[src/rtl/float_point_issue_unit_pkg.sv]
// Shared field layouts, encodings and FSM states for the floating-point issue unit.
// Operand fields are carried as a 64-bit struct laid out exactly like a double word.
package float_point_issue_unit_pkg;

  localparam int DP_EXP_W    = 11;
  localparam int DP_FRAC_W   = 52;
  localparam int WORD_W      = 1 + DP_EXP_W + DP_FRAC_W;
  localparam int DP_SIGN_POS = 63;
  localparam int DP_EXP_LSB  = 52;

  localparam int SP_EXP_W    = 8;
  localparam int SP_FRAC_W   = 23;
  localparam int SP_SIGN_POS = 31;
  localparam int SP_EXP_LSB  = 23;

  localparam logic MODE_ADD    = 1'b0;
  localparam logic MODE_SUB    = 1'b1;
  localparam logic PREC_DOUBLE = 1'b0;
  localparam logic PREC_SINGLE = 1'b1;

  typedef enum logic [1:0] {
    ST_IDLE        = 2'd0,
    ST_ISSUE       = 2'd1,
    ST_WAIT_RESULT = 2'd2,
    ST_RESPOND     = 2'd3
  } state_e;

  typedef struct packed {
    logic                 sign;
    logic [DP_EXP_W-1:0]  exponent;
    logic [DP_FRAC_W-1:0] fraction;
  } fp_fields_t;

endpackage

[src/rtl/float_point_pack_unpack.sv]
// Combinational converter between a packed IEEE word and {sign, exponent, fraction}.
// PACK=0 unpacks data_i (word) into data_o (fp_fields_t); PACK=1 does the reverse.
module float_point_pack_unpack
  import float_point_issue_unit_pkg::*;
#(
  parameter bit PACK = 1'b0
) (
  input  logic              precision_i,
  input  logic [WORD_W-1:0] data_i,
  output logic [WORD_W-1:0] data_o
);

  fp_fields_t fields;

  // NOTE: every combinational output gets a default first so no path leaves it unassigned (no latch).
  always_comb begin
    fields = '0;
    data_o = '0;
    if (PACK) begin
      fields = fp_fields_t'(data_i);
      if (precision_i == PREC_SINGLE) begin
        // Upper exponent/fraction bits are dropped; bits [63:32] stay zero.
        data_o[SP_SIGN_POS]              = fields.sign;
        data_o[SP_EXP_LSB +: SP_EXP_W]   = fields.exponent[SP_EXP_W-1:0];
        data_o[SP_FRAC_W-1:0]            = fields.fraction[SP_FRAC_W-1:0];
      end else begin
        data_o[DP_SIGN_POS]              = fields.sign;
        data_o[DP_EXP_LSB +: DP_EXP_W]   = fields.exponent;
        data_o[DP_FRAC_W-1:0]            = fields.fraction;
      end
    end else begin
      if (precision_i == PREC_SINGLE) begin
        fields.sign     = data_i[SP_SIGN_POS];
        fields.exponent = DP_EXP_W'(data_i[SP_EXP_LSB +: SP_EXP_W]);
        fields.fraction = DP_FRAC_W'(data_i[SP_FRAC_W-1:0]);
      end else begin
        fields.sign     = data_i[DP_SIGN_POS];
        fields.exponent = data_i[DP_EXP_LSB +: DP_EXP_W];
        fields.fraction = data_i[DP_FRAC_W-1:0];
      end
      data_o = fields;
    end
  end

endmodule

[src/rtl/float_point_issue_unit.sv]
// Requester-side partner of the floating-point adder: unpacks an operand pair, issues it,
// collects the result under a watchdog and returns the repacked word with its tag.
module float_point_issue_unit
  import float_point_issue_unit_pkg::*;
#(
  parameter int EXPONENT_WIDTH_IN_BITS = DP_EXP_W,
  parameter int FRACTION_WIDTH_IN_BITS = DP_FRAC_W,
  parameter int WORD_WIDTH_IN_BITS     = 1 + EXPONENT_WIDTH_IN_BITS + FRACTION_WIDTH_IN_BITS,
  parameter int TAG_WIDTH_IN_BITS      = 4,
  parameter int TIMEOUT_CYCLES         = 64
) (
  input  logic                              clk_in,
  input  logic                              reset_in,
  input  logic                              request_valid_in,
  output logic                              request_ready_out,
  input  logic                              request_mode_in,
  input  logic                              request_precision_in,
  input  logic [WORD_WIDTH_IN_BITS-1:0]     request_operand_0_in,
  input  logic [WORD_WIDTH_IN_BITS-1:0]     request_operand_1_in,
  input  logic [TAG_WIDTH_IN_BITS-1:0]      request_tag_in,
  output logic                              adder_operantion_mode_out,
  output logic                              adder_precision_out,
  output logic                              adder_operand_0_valid_out,
  output logic                              adder_operand_1_valid_out,
  output logic                              adder_operand_0_sign_out,
  output logic [EXPONENT_WIDTH_IN_BITS-1:0] adder_operand_0_exponent_out,
  output logic [FRACTION_WIDTH_IN_BITS-1:0] adder_operand_0_fraction_out,
  output logic                              adder_operand_1_sign_out,
  output logic [EXPONENT_WIDTH_IN_BITS-1:0] adder_operand_1_exponent_out,
  output logic [FRACTION_WIDTH_IN_BITS-1:0] adder_operand_1_fraction_out,
  input  logic                              adder_issue_ack_in,
  input  logic                              adder_product_valid_in,
  input  logic                              adder_product_sign_in,
  input  logic [EXPONENT_WIDTH_IN_BITS-1:0] adder_product_exponent_in,
  input  logic [FRACTION_WIDTH_IN_BITS-1:0] adder_product_fraction_in,
  output logic                              adder_product_ack_out,
  output logic                              response_valid_out,
  input  logic                              response_ready_in,
  output logic [WORD_WIDTH_IN_BITS-1:0]     response_result_out,
  output logic [TAG_WIDTH_IN_BITS-1:0]      response_tag_out,
  output logic                              response_timeout_out
);

  localparam int WD_W = $clog2(TIMEOUT_CYCLES);

  state_e                        state_q;
  logic                          ready_q;
  logic                          mode_q;
  logic                          prec_q;
  logic                          op_valid_q;
  fp_fields_t                    op0_q;
  fp_fields_t                    op1_q;
  logic [WD_W-1:0]               wd_q;
  logic                          product_ack_q;
  logic                          resp_valid_q;
  logic [WORD_WIDTH_IN_BITS-1:0] result_q;
  logic [TAG_WIDTH_IN_BITS-1:0]  tag_q;
  logic                          timeout_q;

  logic [WORD_W-1:0] op0_fields_w;
  logic [WORD_W-1:0] op1_fields_w;
  logic [WORD_W-1:0] product_word_w;

  float_point_pack_unpack #(.PACK(1'b0)) u_unpack_0 (
    .precision_i (request_precision_in),
    .data_i      (request_operand_0_in),
    .data_o      (op0_fields_w)
  );

  float_point_pack_unpack #(.PACK(1'b0)) u_unpack_1 (
    .precision_i (request_precision_in),
    .data_i      (request_operand_1_in),
    .data_o      (op1_fields_w)
  );

  float_point_pack_unpack #(.PACK(1'b1)) u_pack (
    .precision_i (prec_q),
    .data_i      ({adder_product_sign_in, adder_product_exponent_in, adder_product_fraction_in}),
    .data_o      (product_word_w)
  );

  // NOTE: sequential state uses non-blocking assignments only, so every register samples pre-edge values.
  // NOTE: reset clears every register, including request_ready_out; ready rises on the first edge in IDLE.
  always_ff @(posedge clk_in or posedge reset_in) begin
    if (reset_in) begin
      state_q       <= ST_IDLE;
      ready_q       <= 1'b0;
      mode_q        <= 1'b0;
      prec_q        <= 1'b0;
      op_valid_q    <= 1'b0;
      op0_q         <= '0;
      op1_q         <= '0;
      wd_q          <= '0;
      product_ack_q <= 1'b0;
      resp_valid_q  <= 1'b0;
      result_q      <= '0;
      tag_q         <= '0;
      timeout_q     <= 1'b0;
    end else begin
      product_ack_q <= 1'b0;
      case (state_q)
        ST_IDLE: begin
          ready_q <= 1'b1;
          if (ready_q && request_valid_in) begin
            ready_q    <= 1'b0;
            mode_q     <= request_mode_in;
            prec_q     <= request_precision_in;
            tag_q      <= request_tag_in;
            op0_q      <= fp_fields_t'(op0_fields_w);
            op1_q      <= fp_fields_t'(op1_fields_w);
            op_valid_q <= 1'b1;
            state_q    <= ST_ISSUE;
          end
        end
        ST_ISSUE: begin
          if (adder_issue_ack_in) begin
            op_valid_q <= 1'b0;
            wd_q       <= '0;
            state_q    <= ST_WAIT_RESULT;
          end
        end
        ST_WAIT_RESULT: begin
          // A product on the final watchdog cycle wins over the timeout.
          if (adder_product_valid_in) begin
            result_q      <= product_word_w;
            timeout_q     <= 1'b0;
            product_ack_q <= 1'b1;
            resp_valid_q  <= 1'b1;
            state_q       <= ST_RESPOND;
          end else if (wd_q == WD_W'(TIMEOUT_CYCLES - 1)) begin
            result_q     <= '0;
            timeout_q    <= 1'b1;
            resp_valid_q <= 1'b1;
            state_q      <= ST_RESPOND;
          end else begin
            wd_q <= wd_q + 1'b1;
          end
        end
        ST_RESPOND: begin
          if (response_ready_in) begin
            resp_valid_q <= 1'b0;
            ready_q      <= 1'b1;
            state_q      <= ST_IDLE;
          end
        end
        default: state_q <= ST_IDLE;
      endcase
    end
  end

  assign request_ready_out            = ready_q;
  assign adder_operantion_mode_out    = mode_q;
  assign adder_precision_out          = prec_q;
  assign adder_operand_0_valid_out    = op_valid_q;
  assign adder_operand_1_valid_out    = op_valid_q;
  assign adder_operand_0_sign_out     = op0_q.sign;
  assign adder_operand_0_exponent_out = op0_q.exponent;
  assign adder_operand_0_fraction_out = op0_q.fraction;
  assign adder_operand_1_sign_out     = op1_q.sign;
  assign adder_operand_1_exponent_out = op1_q.exponent;
  assign adder_operand_1_fraction_out = op1_q.fraction;
  assign adder_product_ack_out        = product_ack_q;
  assign response_valid_out           = resp_valid_q;
  assign response_result_out          = result_q;
  assign response_tag_out             = tag_q;
  assign response_timeout_out         = timeout_q;

endmodule
[config.mk]
export PLATFORM = sky130hd
export DESIGN_NAME = float_point_issue_unit
export DESIGN_NICKNAME = d
export VERILOG_FILES = /design/src/rtl/float_point_issue_unit_pkg.sv /design/src/rtl/float_point_pack_unpack.sv /design/src/rtl/float_point_issue_unit.sv
export SDC_FILE = /design/constraint.sdc
export NUM_CORES = 1
export LEC_CHECK = 0
export ABC_AREA = 1
export ABC_CLOCK_PERIOD_IN_PS = 10100
export CORE_AREA = 2 2 159 161
export CTS_BUF_LIST = sky130_fd_sc_hd__clkbuf_4
export CTS_CLUSTER_DIAMETER = 60
export DETAILED_ROUTE_END_ITERATION = 8
export DIE_AREA = 0 0 161 163
export PLACE_DENSITY = 0.68
export SYNTH_ARGS = -nofsm -noshare
export SYNTH_HDL_FRONTEND = slang
export SYNTH_SLANG_ARGS = --single-unit
export TNS_END_PERCENT = 10
[constraint.sdc]
create_clock -name clk_in -period 10.1 [get_ports clk_in]
set_clock_uncertainty 0.15 [all_clocks]
set_input_delay 2.02 -clock clk_in [delete_from_list [all_inputs] [get_ports clk_in]]
set_output_delay 2.02 -clock clk_in [all_outputs]
set_load 0.02 [all_outputs]
# == Word level (Yosys, flattened, before mapping) ==
# Index checks and enable logic that the tools add are counted.
# classes
n_addsub,1
multipliers,0
n_div,0
magnitude_cmp,0
n_eq_ne,10
shifts,0
muxes,29
bitwise_logic,0
n_reduce_logical,14
# ops
op,count
$mux 64,4
$mux 32,2
$mux 6,3
$pmux 6 s2,1
$mux 1,10
$mux 2,5
$ne 2x2->1 const B,5
$reduce_bool 2->1,5
$pmux 2 s4,1
$reduce_and 4->1,2
$add 6x1->6 const B,1
$eq 6x6->1 const B,1
$pmux 1 s2,3
$reduce_and 2->1,3
$reduce_and 3->1,2
$eq 2x2->1 const B,2
$ne 3x3->1 const B,1
$eq 2x1->1 const B,1
$logic_not 2->1,1
$logic_and 1x1->1,1
# word_totals
ff_bits,211
latch_bits,0
ramBits,0
rom_bits,0
inputBits,204
out_inout_bits,204
elab_cells,71
n_memories,0

# == Logic depth before layout (Yosys ltp) ==
# depth
depth_word,4
depth_mapped,9
ltp_nobuf,8

# == By module ==
# A second synthesis with hierarchy kept.
# hier_totals
hier_cells,1301
area_unflattened_um2,10098.4
# by_module_without_submodules
module,instances,cells_each,area_per_inst_um2,seq_area_each_um2
float_point_issue_unit,1,941,8375.5,5280.1
float_point_pack_unpack,3,120,574.3,0.0

# == Least setup slack after synthesis ==
# Ideal clock, no wire load.
# synth_path
path_type,input to register
start,input port request_valid_in
end,"register op0_q, in the netlist adder_operand_0_exponent_out[2]"
arrival_ns,2.743
t_required_ns,9.814
slack_ns,7.072
stages,7
path_buffers,2
path_cell_list,nand2_2 > nor2_8 > inv_2 > buf_2 > buf_2 > nand2_1 > o21ai_0
# synth_via
elab_chain_len,2
# synth_lines
element,line_no,rtl
from (decl),float_point_issue_unit.sv:14,"input logic request_valid_in,"
$logic_and 1x1->1,float_point_issue_unit.sv:104,if (ready_q && request_valid_in) begin
$reduce_and 2->1 (no line),--,
to (signal assigned),float_point_issue_unit.sv:109,op0_q <= fp_fields_t'(op0_fields_w);
to (decl),float_point_issue_unit.sv:51,fp_fields_t op0_q;
# No other way between the ends.
# A chain may end at the register's enable or synchronous reset.

# == Worst setup path in the final report ==
# layout_path
start,input port request_valid_in
end,"register op0_q, in the netlist adder_operand_0_fraction_out[28]"
# The elaborated chain is that of the path after synthesis.

==> results by stage <==
Power and ir drop:
- The power density over the cells is 310 nW/um2.
- The total design power is 4.16 mW.
- The leakage dissipation is 6.36 nW.
- The worst-case vdd ir drop is 157 uV.

Floorplan:
- The floorplan step set the die height to 163 um.
- The core region is 24,700 um2.
- The area of the die is 26,200 um2.
- Row generation in the floorplan step produced 58 rows.
- From left edge to right edge, the die measures 161 um.
- The starting density of the core is 34.4%.
- The boundary pin count is 408.

Routing:
- The routed wirelength normalized by instance count is 16.2 um.
- The detail route stage leaves a number of antenna-violating nets equal to 0.
- The via count is 7,721.
- The starting DRC count in detailed routing is 513.
- The pre-antenna-repair detailed-routing pass consisted of 6 iterations.
- For this run, design rule violations remaining after detail routing come to 0.
- In the routed layout, each cell is associated on average with a via count of 4.63.
- The final routed wirelength across all metal layers is 27.0 mm.

Critical path:
- The startpoint of the worst-slack reg-to-reg timing path is state_q[1].
- STA classifies the critical path startpoint as an input pin.
- The critical path starts at request_valid_in.
- For the worst flop-to-flop path, the logic depth is 8.
- The end of the worst register-to-register path is adder_operand_0_fraction_out[28].
- For the worst setup path, the data arrival time is 5.06 ns.
- The kind of critical path is in2reg.
- The setup check on the worst reg-to-reg path leaves a slack of 6.55 ns.
- The kind of capture point of the worst setup path is a flop.
- Data on the critical path is required at its endpoint by 10.49 ns.
- In this run the worst path has a maximum fanout of 53.

Layout:
- The fraction of layout cells with a size suffix above 1 is 8.15%.
- Relative to the synthesized area, the layout overhead comes to 57.8%.
- The filler cells instantiated in the layout total 2,252.
- The post-layout net count is 1,510.

Global routing:
- The number of antenna violations at the first check in global routing is 2.
- After global routing the overflow that remains totals 0.
- The number of global-route vias before repair came to 7,619.
- Entering global routing, the biggest net connects 143 pins.
- The global-route wire length before repair is 41.6 mm.
- The overall global routing resource usage is 20.0%.

Synth:
- The most used flip-flop cell after synthesis is dfrtp_1.
- The fraction of synthesis flops using an asynchronous set or reset pin is 100%.
- The area share of the largest cell type after synthesis is 62.1%.
- In this run the cell area of the synthesized design comes to 8500 um2.
- Synthesis produced a netlist with a net count of 1,097.
- The average instance area after synthesis is 9.58 um2.
- Yosys mapped a number of flops with a built-in enable equal to 0.
- The cell count after synthesis came out at 887.
- The total number of yosys warnings is 0.
- Ranked by total cell area, the synthesized netlist is headed by dfrtp_1 (62%), nand2_1 (14%), nand3_1 (5.8%), a22o_1 (4.7%), o21ai_0 (4.1%).
- The number of flip-flops and latches in the synthesized netlist is 211.
- The cell taking the most area after synthesis is dfrtp_1.
- The number of distinct library cells after synthesis is 27.
- Of the synthesized area, sequential elements account for 62.1%.

CTS:
- Clock-pin slew was measured on the worst setup and hold paths at 0.06 ns.
- The worst-skew pair later-pin latency is 0.63 ns.
- The number of buffers inserted by hold repair at cts is 0.
- The post-cts resize count is 0.
- The clock net in this run drives a total of 211 sinks.
- TritonCTS built the clock tree.
- The CTS root buffer is clkbuf_4.
- In this run the number of H-tree levels came out at 2.
- The total setup buffers inserted after CTS is 0.
- TritonCTS created 57 clock buffers.
- The maximum clock path buffer count is 3.

Min path:
- The tightest min-delay check is of the reg2reg type.
- The destination of the worst hold path is response_tag_out[0].
- The count of cells along the worst hold path is 2.
- The hold path startpoint is response_tag_out[0].

Timing:
- After layout, the minimum clock period comes to 4.68 ns.
- The number of endpoints with negative hold slack in the final report is 0.
- The worst slew margin relative to its limit is 22.3%.
- Setup repair after global routing left no endpoint under its margin.
- In the finished design, the share of the clock period the worst path needs comes to 46.3%.
- The count of final max-slew check failures came to 0.
- After routing, the total negative slack on setup checks comes to 0 ns.
- The maximum frequency from static timing analysis is 0.214 GHz.
- For the pin with the worst max-slew slack, the measured transition is 1.16 ns.
- Setup violations remaining at the end of the flow were counted as 0.

Place:
- The HPWL after detailed placement is 18.6 mm.
- Input and output buffers added on the ports amount to 407.
- The global placement routability congestion is 0.806.

Job:
- The tool flagged a number of max-cap violations equal to 0.

Outcome:
- The run finished with clean final reports.
==> cell usage after synthesis (2+ instances only) <==
cell type,count
ha_1,6
clkbuf_1,15
o21ai_1,10
nand2_1,318
nand4_1,2
inv_1,37
or2_2,2
dfrtp_1,211
buf_6,10
nand3_1,98
buf_4,2
a22o_1,46
a21oi_1,11
nor2_1,6
inv_2,3
o21ai_0,69
buf_1,11
buf_2,21
==> how the worst max path moves through the flow <==
stage	to	slack (ns)	cells after the start
5_1_grt	adder_operand_0_fraction_out[29]	5.11	7
4_1_cts	adder_operand_0_fraction_out[26]	5.42	7
6_report	adder_operand_0_fraction_out[28]	5.42	7
2_1_floorplan	adder_operand_0_exponent_out[0]	2.16	1
3_3_place_gp	adder_operand_0_fraction_out[31]	4.76	7
3_5_place_dp	adder_operand_0_fraction_out[29]	4.69	7
==> cell families (layout without fill, tap and decap cells) <==
kind of cell,Yosys count,after routing,synth area share [%]
fa+ha+maj,6,6,0.883
simple gates,431,431,21.0
buf+inv,100,550,5.70
other cells,0,1,0
compound gates,139,139,10.3
flops,211,211,62.1
==> where the power goes <==
part / internal (mW) / switching (mW) / total (mW)
Clock: 0.391 / 0.345 / 0.736
Combinational: 0.918 / 1.06 / 1.98
Sequential: 1.22 / 0.229 / 1.45
==> flip-flops by register name, indices dropped and copies added, names as in the netlist <==
name,count
response_result_out,64
state_q,2
adder_operand_0_valid_out,1
adder_operand_0_fraction_out,52
adder_operand_0_exponent_out,11
request_ready_out,1
adder_operand_0_sign_out,1
adder_operand_1_fraction_out,52
adder_operand_1_exponent_out,11
adder_operand_1_sign_out,1
adder_precision_out,1
adder_operantion_mode_out,1
adder_product_ack_out,1
response_timeout_out,1
response_tag_out,4
response_valid_out,1
wd_q,6
==> critical path, cell delays in order <==
cell and delay [ns]:
clkdlybuf4s50_1 0.47, nand2_2 0.09, nor2_8 0.56, inv_4 0.33, nor2_4 0.94, inv_2 0.37
o21ai_0 0.25
==> final cells by class <==
| type | instances | area (um2) | share of cell area [%] |
|---|---|---|---|
| Clock inverter | 8 | 32.5 | 0.243 |
| Timing Repair Buffer | 413 | 4120 | 30.7 |
| Tap cell | 330 | 413 | 3.08 |
| Antenna cell | 1 | 2.50 | 0.0187 |
| Sequential cell | 211 | 5280 | 39.4 |
| Clock buffer | 88 | 661 | 4.93 |
| Multi-Input combinational cell | 576 | 2740 | 20.4 |
| Inverter | 41 | 164 | 1.22 |
==> layer usage <==
layer  GRT usage (%)  routed length [um]
met1            24.2               10900
met2            34.0               13400
met3            6.37                2150
met4            6.21                 546
met5               0                  12
==> placed cells by master, fill, tap and decap left out, drive strengths merged, types with 9 or more instances in the layout <==
master         instances
clkdlybuf4s50        407
nand2                319
dfrtp                211
nand3                 98
clkbuf                88
o21ai                 79
a22o                  46
inv                   40
a21oi                 12
clkinv                 9
nor2                   9
==> stage by stage <==
step                instances  setup slack, ns  util, %  hold WS (ns)  area [um2]
finish                   1668             5.42     54.4         0.319       13400
global route             1668             5.11     54.4         0.338       13400
CTS                      1667             5.42     54.3         0.323       13400
detailed placement       1571             4.69     51.5         0.307       12700
global placement         1571             4.76     51.5         0.305       12700
floorplan                 887             2.16        -         0.341        8500
Power figures use the tool's default switching activity.
